File: src/rtl/fpu_arb_pkg.sv
// Shared helpers for the FPU share arbiter: tag index width and credit width.
package fpu_arb_pkg;

  function automatic int idx_width(input int n);
    return (n <= 2) ? 1 : $clog2(n);
  endfunction

  function automatic int cnt_width(input int max_out);
    return $clog2(max_out + 1);
  endfunction

endpackage

File: src/rtl/fpu_arb_rr_sel.sv
// Combinational round-robin selector: first set request at or after ptr,
// wrapping around.
module fpu_arb_rr_sel #(
  parameter int N = 4,
  parameter int W = 2
) (
  input  logic [N-1:0] req,
  input  logic [W-1:0] ptr,
  output logic [W-1:0] idx,
  output logic         valid
);

  function automatic int wrap(input int p, input int i);
    return (p + i >= N) ? p + i - N : p + i;
  endfunction

  // Scan farthest offset first so the nearest request is written last.
  always_comb begin
    idx   = '0;
    valid = |req;
    for (int i = N - 1; i >= 0; i--) begin
      if (req[wrap(int'(ptr), i)])
        idx = W'(wrap(int'(ptr), i));
    end
  end

endmodule

File: src/rtl/fpu_share_arbiter.sv
// Shares one APU/FPU among NB_CORES cores with round-robin arbitration.
// Define FPU_ARB_CREDIT_EN to cap per-core in-flight requests.
module fpu_share_arbiter
  import fpu_arb_pkg::*;
#(
  parameter int NB_CORES        = 4,
  parameter int CORE_ID_WIDTH   = 9,
  parameter int IDX_WIDTH       = idx_width(NB_CORES),
  parameter int NB_ARGS         = 3,
  parameter int DATA_WIDTH      = 32,
  parameter int OPCODE_WIDTH    = 6,
  parameter int FLAGS_IN_WIDTH  = 15,
  parameter int FLAGS_OUT_WIDTH = 5,
  parameter int MAX_OUTSTANDING = 4
) (
  input  logic clk,
  input  logic rst,
  input  logic [NB_CORES-1:0] core_req_i,
  output logic [NB_CORES-1:0] core_gnt_o,
  input  logic [NB_CORES-1:0][CORE_ID_WIDTH-1:0] core_ID_i,
  input  logic [NB_CORES-1:0][NB_ARGS-1:0][DATA_WIDTH-1:0] core_operands_i,
  input  logic [NB_CORES-1:0][OPCODE_WIDTH-1:0] core_op_i,
  input  logic [NB_CORES-1:0][FLAGS_IN_WIDTH-1:0] core_flags_i,
  output logic [NB_CORES-1:0] core_rvalid_o,
  output logic [DATA_WIDTH-1:0] core_rdata_o,
  output logic [FLAGS_OUT_WIDTH-1:0] core_rflags_o,
  output logic [CORE_ID_WIDTH-1:0] core_rID_o,
  output logic apu_req_o,
  input  logic apu_gnt_i,
  output logic [IDX_WIDTH+CORE_ID_WIDTH-1:0] apu_ID_o,
  output logic [NB_ARGS-1:0][DATA_WIDTH-1:0] apu_operands_o,
  output logic [OPCODE_WIDTH-1:0] apu_op_o,
  output logic [FLAGS_IN_WIDTH-1:0] apu_flags_o,
  input  logic apu_rvalid_i,
  input  logic [DATA_WIDTH-1:0] apu_rdata_i,
  input  logic [FLAGS_OUT_WIDTH-1:0] apu_rflags_i,
  input  logic [IDX_WIDTH+CORE_ID_WIDTH-1:0] apu_rID_i
);

  localparam int TW = IDX_WIDTH + CORE_ID_WIDTH;

  logic [IDX_WIDTH-1:0] rr_ptr;
  logic [IDX_WIDTH-1:0] win;
  logic [IDX_WIDTH-1:0] rsp_idx;
  logic [NB_CORES-1:0]  elig;
  logic [NB_CORES-1:0]  rsp_hit;
  logic                 win_vld;
  logic                 xfer;

  fpu_arb_rr_sel #(
    .N (NB_CORES),
    .W (IDX_WIDTH)
  ) u_sel (
    .req   (elig),
    .ptr   (rr_ptr),
    .idx   (win),
    .valid (win_vld)
  );

  assign apu_req_o = win_vld & ~rst;
  assign xfer      = apu_req_o & apu_gnt_i;

  always_comb begin
    core_gnt_o = '0;
    if (xfer)
      core_gnt_o[win] = 1'b1;
  end

  assign apu_ID_o       = {win, core_ID_i[win]};
  assign apu_operands_o = core_operands_i[win];
  assign apu_op_o       = core_op_i[win];
  assign apu_flags_o    = core_flags_i[win];

  // Explicit wrap so non-power-of-two core counts work.
  always_ff @(posedge clk or posedge rst) begin
    if (rst)
      rr_ptr <= '0;
    else if (xfer)
      rr_ptr <= (win == IDX_WIDTH'(NB_CORES - 1)) ? '0 : win + 1'b1;
  end

  assign rsp_idx = apu_rID_i[TW-1 -: IDX_WIDTH];

  always_comb begin
    rsp_hit = '0;
    for (int k = 0; k < NB_CORES; k++)
      rsp_hit[k] = apu_rvalid_i & (rsp_idx == IDX_WIDTH'(k));
  end

  assign core_rvalid_o = rst ? '0 : rsp_hit;
  assign core_rdata_o  = apu_rdata_i;
  assign core_rflags_o = apu_rflags_i;
  assign core_rID_o    = apu_rID_i[CORE_ID_WIDTH-1:0];

`ifdef FPU_ARB_CREDIT_EN
  localparam int CW = cnt_width(MAX_OUTSTANDING);

  logic [NB_CORES-1:0][CW-1:0] cnt;
  logic [NB_CORES-1:0]         take;

  always_comb begin
    elig = '0;
    take = '0;
    for (int k = 0; k < NB_CORES; k++) begin
      elig[k] = core_req_i[k] & (cnt[k] < CW'(MAX_OUTSTANDING));
      take[k] = xfer & (win == IDX_WIDTH'(k));
    end
  end

  // Issue and retire in the same cycle cancel out.
  always_ff @(posedge clk or posedge rst) begin
    if (rst) begin
      cnt <= '0;
    end else begin
      for (int k = 0; k < NB_CORES; k++) begin
        unique case ({take[k], rsp_hit[k]})
          2'b10: cnt[k] <= cnt[k] + 1'b1;
          2'b01: if (cnt[k] != '0) cnt[k] <= cnt[k] - 1'b1;
          default: ;
        endcase
      end
    end
  end
`else
  assign elig = core_req_i;
`endif

endmodule

File: config.mk
export PLATFORM = sky130hd
export DESIGN_NAME = fpu_share_arbiter
export DESIGN_NICKNAME = d
export VERILOG_FILES = /design/src/rtl/fpu_arb_pkg.sv /design/src/rtl/fpu_arb_rr_sel.sv /design/src/rtl/fpu_share_arbiter.sv
export SDC_FILE = /design/constraint.sdc
export NUM_CORES = 1
export LEC_CHECK = 0
export CORE_AREA = 2 2 293 295
export CTS_BUF_LIST = sky130_fd_sc_hd__clkbuf_16
export DETAILED_ROUTE_END_ITERATION = 16
export DIE_AREA = 0 0 295 297
export SETUP_SLACK_MARGIN = 0.15
export SYNTH_ARGS = -nofsm -noshare
export SYNTH_HDL_FRONTEND = slang
export SYNTH_SLANG_ARGS = --single-unit
File: constraint.sdc
create_clock -name clk -period 2.7 [get_ports clk]
set_input_delay 0.27 -clock clk [delete_from_list [all_inputs] [get_ports clk]]
set_output_delay 0.27 -clock clk [all_outputs]
set_load 0.01 [all_outputs]
Yosys cells after proc, flatten, opt, wreduce, memory -nomap -nowiden --
Cells that the tools add are included.
Word-level totals: output and inout port bits 183, input bits 560, flip-flop bits (word level) 2, word-level logic and storage cells 66
Operators by class: reductions and logical operators 3, eq/ne operators 4, muxes and demuxes 33, bitwise operators 7, add/sub/neg operators 8, magnitude comparators 10
Operators with widths (count):
- 96-bit binary-select mux with 2-bit select | 1
- 32-bit by 4-bit less-than comparator with 1-bit output, second input constant | 4
- 32-bit two-way mux | 4
- 32-bit by 4-bit greater-or-equal comparator with 1-bit output, second input constant | 3
- 96-bit two-way mux | 1
- 32-bit by 4-bit subtractor with 32-bit output, second input constant | 3
- 15-bit binary-select mux with 2-bit select | 1
- 9-bit binary-select mux with 2-bit select | 1
- 15-bit two-way mux | 1
- 6-bit binary-select mux with 2-bit select | 1
- 2-bit two-way mux | 5
- 1-bit two-way mux | 9
- 9-bit two-way mux | 1
- 1-bit binary-select mux with 2-bit select | 4
- 4-bit two-way mux | 2
- 2-bit by 2-bit adder with 3-bit output, second input constant | 2
- 1-bit AND | 6
- 2-bit equality test, second input constant | 3
- 6-bit two-way mux | 1
- 4-bit OR reduction | 1
- 2-bit by 3-bit subtractor with 4-bit output, second input constant | 1
- 2-bit by 1-bit adder with 3-bit output, second input constant | 1
- 2-bit by 3-bit greater-or-equal comparator with 1-bit output, second input constant | 1
- 2-bit by 3-bit less-than comparator with 1-bit output, second input constant | 1
- other kinds (7) | 7

Logic depth before layout (Yosys ltp) --
Gate-level depths: netlist of run 1.
word-level depth 15, gate-level depth with buffers 9

Modules after synthesis --
Synthesis of run 1 repeated with hierarchy kept, for this count alone.
Second synthesis, totals: cells, all modules 235, area, all modules 3793.6 µm²
By module, submodules not included:
- fpu_share_arbiter | cells an instance 222, times used 1, area each 3716.1 µm²
- fpu_arb_rr_sel | cells an instance 13, times used 1, area each 77.6 µm²

Least setup slack after synthesis of run 1 --
Ideal clock, no wire load.
kind reg2reg, from reg rr_ptr[1], to reg rr_ptr[1], arrival time 1.898 ns, period minus slack after synthesis 2.023 ns, buffers on the path 3, required time 2.575 ns, slack 0.677 ns, library setup time 0.125 ns, stages on the path, launching flop included 10, path through dfrtp_1 buf_6 mux2i_1 nor2_1 or3_4 clkinv_2 buf_12 buf_12 ha_1 mux2_2
On the way: longest elaborated chain between the ends 12, elaborated cells between the ends (all ways) 34, those cells by class add/sub: 8; order compare: 4; eq/ne: 1; mux: 21
Ends and longest elaborated chain:
- from (decl) | RTL line fpu_share_arbiter.sv:42 | logic [IDX_WIDTH-1:0] rr_ptr;
- from (signal assigned) | RTL line fpu_share_arbiter.sv:79 | rr_ptr <= (win == IDX_WIDTH'(NB_CORES - 1)) ? '0 : win + 1'b1;
- 2-bit by 2-bit adder with 3-bit output | RTL line fpu_arb_rr_sel.sv:14 | return (p + i >= N) ? p + i - N : p + i;
- 32-bit by 4-bit subtractor with 32-bit output or 32-bit by 4-bit greater-or-equal comparator with 1-bit output (tied branches) | RTL line fpu_arb_rr_sel.sv:14
- 32-bit two-way mux | RTL line fpu_arb_rr_sel.sv:14
- 1-bit binary-select mux with 2-bit select | RTL line fpu_arb_rr_sel.sv:22 | if (req[wrap(int'(ptr), i)])
- 1-bit two-way mux (implied by the code) (2 in a row) | RTL line fpu_arb_rr_sel.sv:22
- 2-bit two-way mux (3 in a row) | RTL line fpu_arb_rr_sel.sv:22
- 2-bit two-way mux * | RTL line fpu_arb_rr_sel.sv:22
- 2-bit by 1-bit adder with 2-bit output or 2-bit equality test (tied branches) | RTL line fpu_share_arbiter.sv:79
- 2-bit two-way mux * | RTL line fpu_share_arbiter.sv:79
Mark *: on every way between the ends. The rest lies on a longest branch, timed or not. The select of a mux whose other input is x is not followed. A chain may end at the register's enable or synchronous reset.

Worst setup path after layout of run 1 --
from reg rr_ptr[1], to out apu_flags_o[8]
On the way: longest elaborated chain between the ends 12, elaborated cells between the ends (all ways) 33, those cells by class add/sub: 7; order compare: 4; mux: 22
Ends and longest elaborated chain:
- 2-bit by 2-bit adder with 3-bit output | RTL line fpu_arb_rr_sel.sv:14
- 32-bit by 4-bit subtractor with 32-bit output or 32-bit by 4-bit greater-or-equal comparator with 1-bit output (tied branches) | RTL line fpu_arb_rr_sel.sv:14
- 32-bit two-way mux | RTL line fpu_arb_rr_sel.sv:14
- 1-bit binary-select mux with 2-bit select | RTL line fpu_arb_rr_sel.sv:22
- 1-bit two-way mux (implied by the code) (2 in a row) | RTL line fpu_arb_rr_sel.sv:22
- 2-bit two-way mux (3 in a row) | RTL line fpu_arb_rr_sel.sv:22
- 2-bit two-way mux * | RTL line fpu_arb_rr_sel.sv:22
- 15-bit binary-select mux with 2-bit select * | RTL line fpu_share_arbiter.sv:72 | assign apu_flags_o = core_flags_i[win];
- 15-bit two-way mux (implied by the code) * | RTL line fpu_share_arbiter.sv:72
- to (decl) | RTL line fpu_share_arbiter.sv:33 | output logic [FLAGS_IN_WIDTH-1:0] apu_flags_o,
Marks and branches as above.

==> impl_metrics.json, run 1 <==
{
  "root_buffer": "clkbuf_16",
  "htree_levels": 1,
  "startpoint_type": "register",
  "setup_tns_ns": 0,
  "finish.net_count": 1822,
  "ctsLongestPathBuffers": 2,
  "synthDistinctLibCells": 27,
  "die_w_um": 295,
  "drc": 0,
  "fillers": 9439,
  "use_met3_pct": 3.12,
  "seq_area_frac_synth_pct": 1.03,
  "wire_per_inst_um": 18.7,
  "maxCapViolCount": 0,
  "clock.fmax_ghz": 0.372,
  "endpoint_kind": "output pin",
  "slew-limit-headroom_pct": 77.4,
  "slew_violations": 0,
  "cts.clk_slew.worst_paths_ns": 0.03,
  "rows": 107,
  "tightest_slew_ns": 0.336,
  "largest_reg_flops": 2,
  "synth_area_per_cell_um2": 9.74,
  "crit_arrival_ns": 2.42,
  "synthesis.nets": 1061,
  "met1_usage_pct": 10.0,
  "layout_commonest_cell": "clkdlybuf4s50_1",
  "synth_area_um2": 4870,
  "fin_crit_sh_pct": 99.5,
  "drt_wl_total_um": 45200,
  "use_met2_pct": 17.5,
  "numCtsBuffers": 3,
  "status": "complete, no violations",
  "required_ns": 2.43,
  "top_register": "rr_ptr",
  "grt_setup_unrepaired": "yes",
  "skew_ns": 0.00173,
  "p_per_area_nw_per_um2": 572,
  "first_pass_iters": 4,
  "port_buffers": 650,
  "io_pins": 743,
  "drive_above_1_share_pct": 30.5,
  "grt-busiest-layer": "met2",
  "final-seq-area_um2": 50.0,
  "fin_crit_ns": 2.69,
  "hold_viol_final": 0,
  "antenna_left": 0,
  "design.die.area_um2": 87600,
  "drt_iter0_markers": 163,
  "initial_core_util_pct": 5.76,
  "die_h_um": 297,
  "reg_top3": "rr_ptr x2",
  "setup_viol": 0,
  "area_growth_pct": 199,
  "grt_overflow_total": 0,
  "num_vias": 7137,
  "ys_ff_latch": 2,
  "netlist_instances": 500,
  "post-route-util_pct": 17.2,
  "multi_input_area_um2": 4520,
  "coreArea_um2": 84500,
  "yosysWarnings": 0,
  "hold_buffers": 0,
  "grt_max_degree": 18,
  "cts_tree": "done",
  "layout_common_cells": "clkdlybuf4s50_1 (515), mux2i_1 (319), buf_2 (92)",
  "vias_per_cell": 2.96,
  "grt_usage_pct": 9.28,
  "insertion_delay_ns": 0.22,
  "dp.final_hpwl_um": 38100,
  "path_class": "register to output pin",
  "worstHoldPathType": "primary input to async pin",
  "gp_congestion": 0.780,
  "path_max_fanout": 7,
  "grt_pass1_vias": 7245,
  "peakVddDrop_uv": 275,
  "antenna_found_initial": 28,
  "power_leakage_uw": 0.00615,
  "grt_pass1_wl_um": 56000,
  "clkSinkCount": 2
}
-- cells by family (layout without fill, tap and decap cells) --
kind of cell	count (synthesis)	in the layout	share of synthesized area [%]
AO/OA/AOI/OAI	6	6	0.951
adder cells (fa/ha/maj)	1	1	0.257
buffers and inverters	93	852	17.2
flip-flops	2	2	1.03
multiplexers	380	380	78.2
other	0	10	0
AND/OR/NAND/NOR	18	18	2.36
-- metrics by stage --
step | total power [uW] | hold WS (ns) | worst slack (ns) | cell area [um2] | std cells
2_1_floorplan | 3310 | 0.0165 | 0.677 | 4870 | 500
3_3_place_gp | 6430 | 0.539 | -0.348 | 12800 | 2288
3_5_place_dp | 6410 | 0.537 | -0.350 | 12800 | 2288
4_1_cts | 7470 | 0.384 | -0.0726 | 13800 | 2350
5_1_grt | 8790 | 0.419 | -0.0835 | 14600 | 2408
6_report | 8320 | 0.383 | 0.0122 | 14600 | 2413
-- routing by layer --
| layer | up-vias | part of all wire, % |
|---|---|---|
| met2 | 487 | 51 |
| met4 | 10 | 2.1 |
| li1 | 3383 | - |
| met1 | 3197 | 38 |
| met5 | - | 0.29 |
| met3 | 60 | 9.5 |
-- cell type report --
type	instances	area share (%)
Multi-Input combinational cell	405	31.1
Timing Repair inverter	1	0.112
Timing Repair Buffer	844	57.8
Inverter	4	0.189
Antenna cell	10	0.172
Sequential cell	2	0.344
Tap cell	1144	9.83
Clock buffer	3	0.515
-- critical path, cell delays in order, from the launching register on --
cell and delay [ns]:
dfrtp_1 0.40, buf_6 0.13, buf_4 0.14, a2bb2oi_4 0.16, buf_12 0.15, buf_16 0.13, buf_16 0.15, buf_4 0.15
buf_12 0.12, clkbuf_16 0.15, mux2i_1 0.11, mux2i_1 0.20, clkbuf_2 0.18
-- final timing paths --
check                                     start          endpoint  slack [ns]  cells after the start
worst max-delay path                  rr_ptr[1]    apu_flags_o[8]        0.01                     12
worst min-delay path                        rst         rr_ptr[0]        0.38                      3
worst max register to register        rr_ptr[1]         rr_ptr[1]        0.59                      9
worst min register to register        rr_ptr[0]         rr_ptr[0]        0.58                      1
max in group asynchronous                   rst         rr_ptr[1]        2.19                      3
min in group clk                apu_rflags_i[1]  core_rflags_o[1]        0.54                      0
-- synthesized netlist by cell type, drive strengths merged --
cell type  count  area, um2
clkbuf         4       30.0
nor2           4       15.0
clkinv         1       5.00
o21a           1       7.51
and4           1       8.76
dfrtp          2       50.1
and3           2       12.5
and2           1       6.26
mux2i        379       3790
a2bb2oi        2       23.8
nor4bb         2       20.0
nor4           1       6.26
or3            1       11.3
nand2          3       11.3
inv            3       11.3
mux2           1       11.3
a21oi          3       15.0
buf           85        793
nor3b          1       7.51
ha             1       12.5
nand3b         1       7.51
nor4b          1       8.76
-- power by group --
group          internal [uW]  switching [uW]
clock                    189            35.8
combinational           4800            3250
sequential              42.1            14.2
-- timing repair --
item                                    4_1_cts  5_1_grt
cloned                                        5        5
pin swaps                                     0        3
gates resized for setup                     451      261
endpoints found under the setup margin      129      128
setup buffers                                54       49
(Power assumes the default switching activity.)
==> run 2: changes to the inputs <==
CELL_PAD_IN_SITES_DETAIL_PLACEMENT = 0   (was default)
CELL_PAD_IN_SITES_GLOBAL_PLACEMENT = 1   (was default)
CORE_AREA = 2 2 286 288   (was 2 2 293 295)
DIE_AREA = 0 0 288 290   (was 0 0 295 297)
PLACE_DENSITY_LB_ADDON = 0.1   (was default)
REMOVE_ABC_BUFFERS = 1   (was default)
==> impl_metrics.json, run 2 (synthesized netlist as in run 1, its figures left out) <==
{
  "grt_overflow_total": 0,
  "grt_max_degree": 14,
  "design.die.area_um2": 83500,
  "antenna_found_initial": 6,
  "dp.final_hpwl_um": 38800,
  "reg2reg_from": "rr_ptr[1]",
  "timing.rr.end": "rr_ptr[1]",
  "rows": 104,
  "die_w_um": 288,
  "setup_viol": 0,
  "slew_violations": 0,
  "maxCapViolCount": 0,
  "fin_crit_ns": 2.61,
  "ctsLongestPathBuffers": 2,
  "antenna_left": 0,
  "crit_top_cell": "buf_6",
  "drt_iter0_markers": 109,
  "largest_reg_flops": 2,
  "wire_per_inst_um": 19.8,
  "root_buffer": "clkbuf_16",
  "grt_setup_unrepaired": "yes",
  "top_register": "rr_ptr",
  "coreArea_um2": 80200,
  "post-route-util_pct": 18.6,
  "die_h_um": 290,
  "vias_per_cell": 3.04,
  "slew-limit-headroom_pct": 79.9,
  "finish.net_count": 1852,
  "insertion_delay_ns": 0.22,
  "numCtsBuffers": 3,
  "critPathSlowestCell": "dfrtp_1",
  "path_max_fanout": 6,
  "hold_viol_final": 0,
  "layout_common_cells": "clkdlybuf4s50_1 (516), mux2i_1 (343), buf_2 (108)",
  "path_class": "register to output pin",
  "required_ns": 2.43,
  "grt_usage_pct": 10.4,
  "cts_tree": "done",
  "num_vias": 7162,
  "drc": 0,
  "crit_buf_inv": 9,
  "htree_levels": 1,
  "hold_buffers": 0,
  "crit_cells": 12,
  "initial_core_util_pct": 6.07,
  "crit_family": "buffers and inverters",
  "io_pins": 743,
  "startpoint_type": "register",
  "p_per_area_nw_per_um2": 601,
  "ff2ff_setup_slack_ns": 0.49,
  "clock.fmax_ghz": 0.383,
  "drive_above_1_share_pct": 31.0,
  "critPathMaxStageDelay_ns": 0.39,
  "total_power_uw": 8960,
  "power_leakage_uw": 0.00645,
  "clkSinkCount": 2,
  "port_buffers": 650,
  "drt_wl_total_um": 46600,
  "fin_crit_sh_pct": 96.8,
  "area_growth_pct": 206,
  "worstPathCellList": "buf_6, buf_4, a2bb2oi_4, buf_12, buf_12, buf_16, buf_6, buf_8, buf_16, mux2i_4, mux2i_4, buf_6",
  "status": "complete, no violations",
  "gp_congestion": 0.728,
  "endpoint_kind": "output pin",
  "cts.clk_slew.worst_paths_ns": 0.03,
  "grt_pass1_vias": 7679,
  "reg_top3": "rr_ptr x2",
  "skew_ns": 0.0000519,
  "first_pass_iters": 4,
  "peakVddDrop_uv": 206,
  "crit_arrival_ns": 2.34,
  "worstHoldPathType": "primary input to async pin",
  "reg2reg_depth": 10,
  "layout_commonest_cell": "clkdlybuf4s50_1",
  "tightest_slew_ns": 0.297,
  "grt_pass1_wl_um": 60700
}
run 2: worst max-delay path by stage:
| stage | start | end |
|---|---|---|
| 5_1_grt | rr_ptr[1] | apu_flags_o[0] |
| 3_5_place_dp | core_req_i[1] | apu_op_o[5] |
| 4_1_cts | rr_ptr[1] | apu_flags_o[0] |
| 3_3_place_gp | core_req_i[2] | apu_operands_o[28] |
| 2_1_floorplan | rr_ptr[1] | apu_ID_o[0] |
| 6_report | rr_ptr[1] | apu_operands_o[28] |
run 2: layer usage:
| layer | vias to the layer above | global-route usage [%] | part of all wire (%) |
|---|---|---|---|
| li1 | 3431 | - | - |
| met1 | 3247 | 9.12 | 31 |
| met2 | 450 | 19.8 | 53 |
| met3 | 24 | 7.19 | 15 |
| met4 | 10 | 0.505 | 0.43 |
| met5 | - | 1.69 | 0.49 |
run 2: repair_timing:
| action | 4_1_cts | 5_1_grt |
|---|---|---|
| pin swaps | 2 | 3 |
| cloned | 17 | 2 |
| gates resized for setup | 594 | 188 |
| setup endpoints to repair | 131 | 119 |
| setup buffers | 74 | 54 |
run 2: stage by stage:
step / setup slack (ns) / cell area, um2 / TNS, ns / hold WS, ns / cells
floorplan: -9.43 / 4050 / -1227.04 / 0.0165 / 411
global placement: -0.534 / 12700 / -46.71 / 0.540 / 2199
detailed placement: -0.502 / 12700 / -40.45 / 0.540 / 2199
CTS: 0.000348 / 14100 / 0 / 0.383 / 2293
global route: -0.0378 / 14900 / -0.113 / 0.415 / 2350
finish: 0.0873 / 14900 / 0 / 0.373 / 2353
run 2: worst register-to-register path, stage by stage, from the launching register on:
cell and delay (ns):
dfrtp_1 0.39, buf_4 0.15, mux2i_1 0.13, nor2_1 0.05, or3_4 0.45, buf_12 0.16, clkinv_8 0.07, buf_6 0.11
buf_8 0.13, ha_4 0.20, mux2_2 0.25
run 2: final cells by class:
class | count | area (um2)
tap | 1060 | 1330
timing repair buffer | 874 | 9010
fill | 9003 | 65200
sequential | 2 | 50.0
inverter | 4 | 27.5
clock buffer | 3 | 75.1
timing repair inverter | 1 | 16.3
antenna | 4 | 10.0
multi-input combinational | 405 | 4400
run 2: power by group:
group | switching [uW] | internal (uW) | leakage (uW) | total (uW)
Combinational | 3380 | 5310 | 0.00639 | 8690
Sequential | 11.5 | 42.2 | 0.0000226 | 53.7
Clock | 31.9 | 188 | 0.0000370 | 220
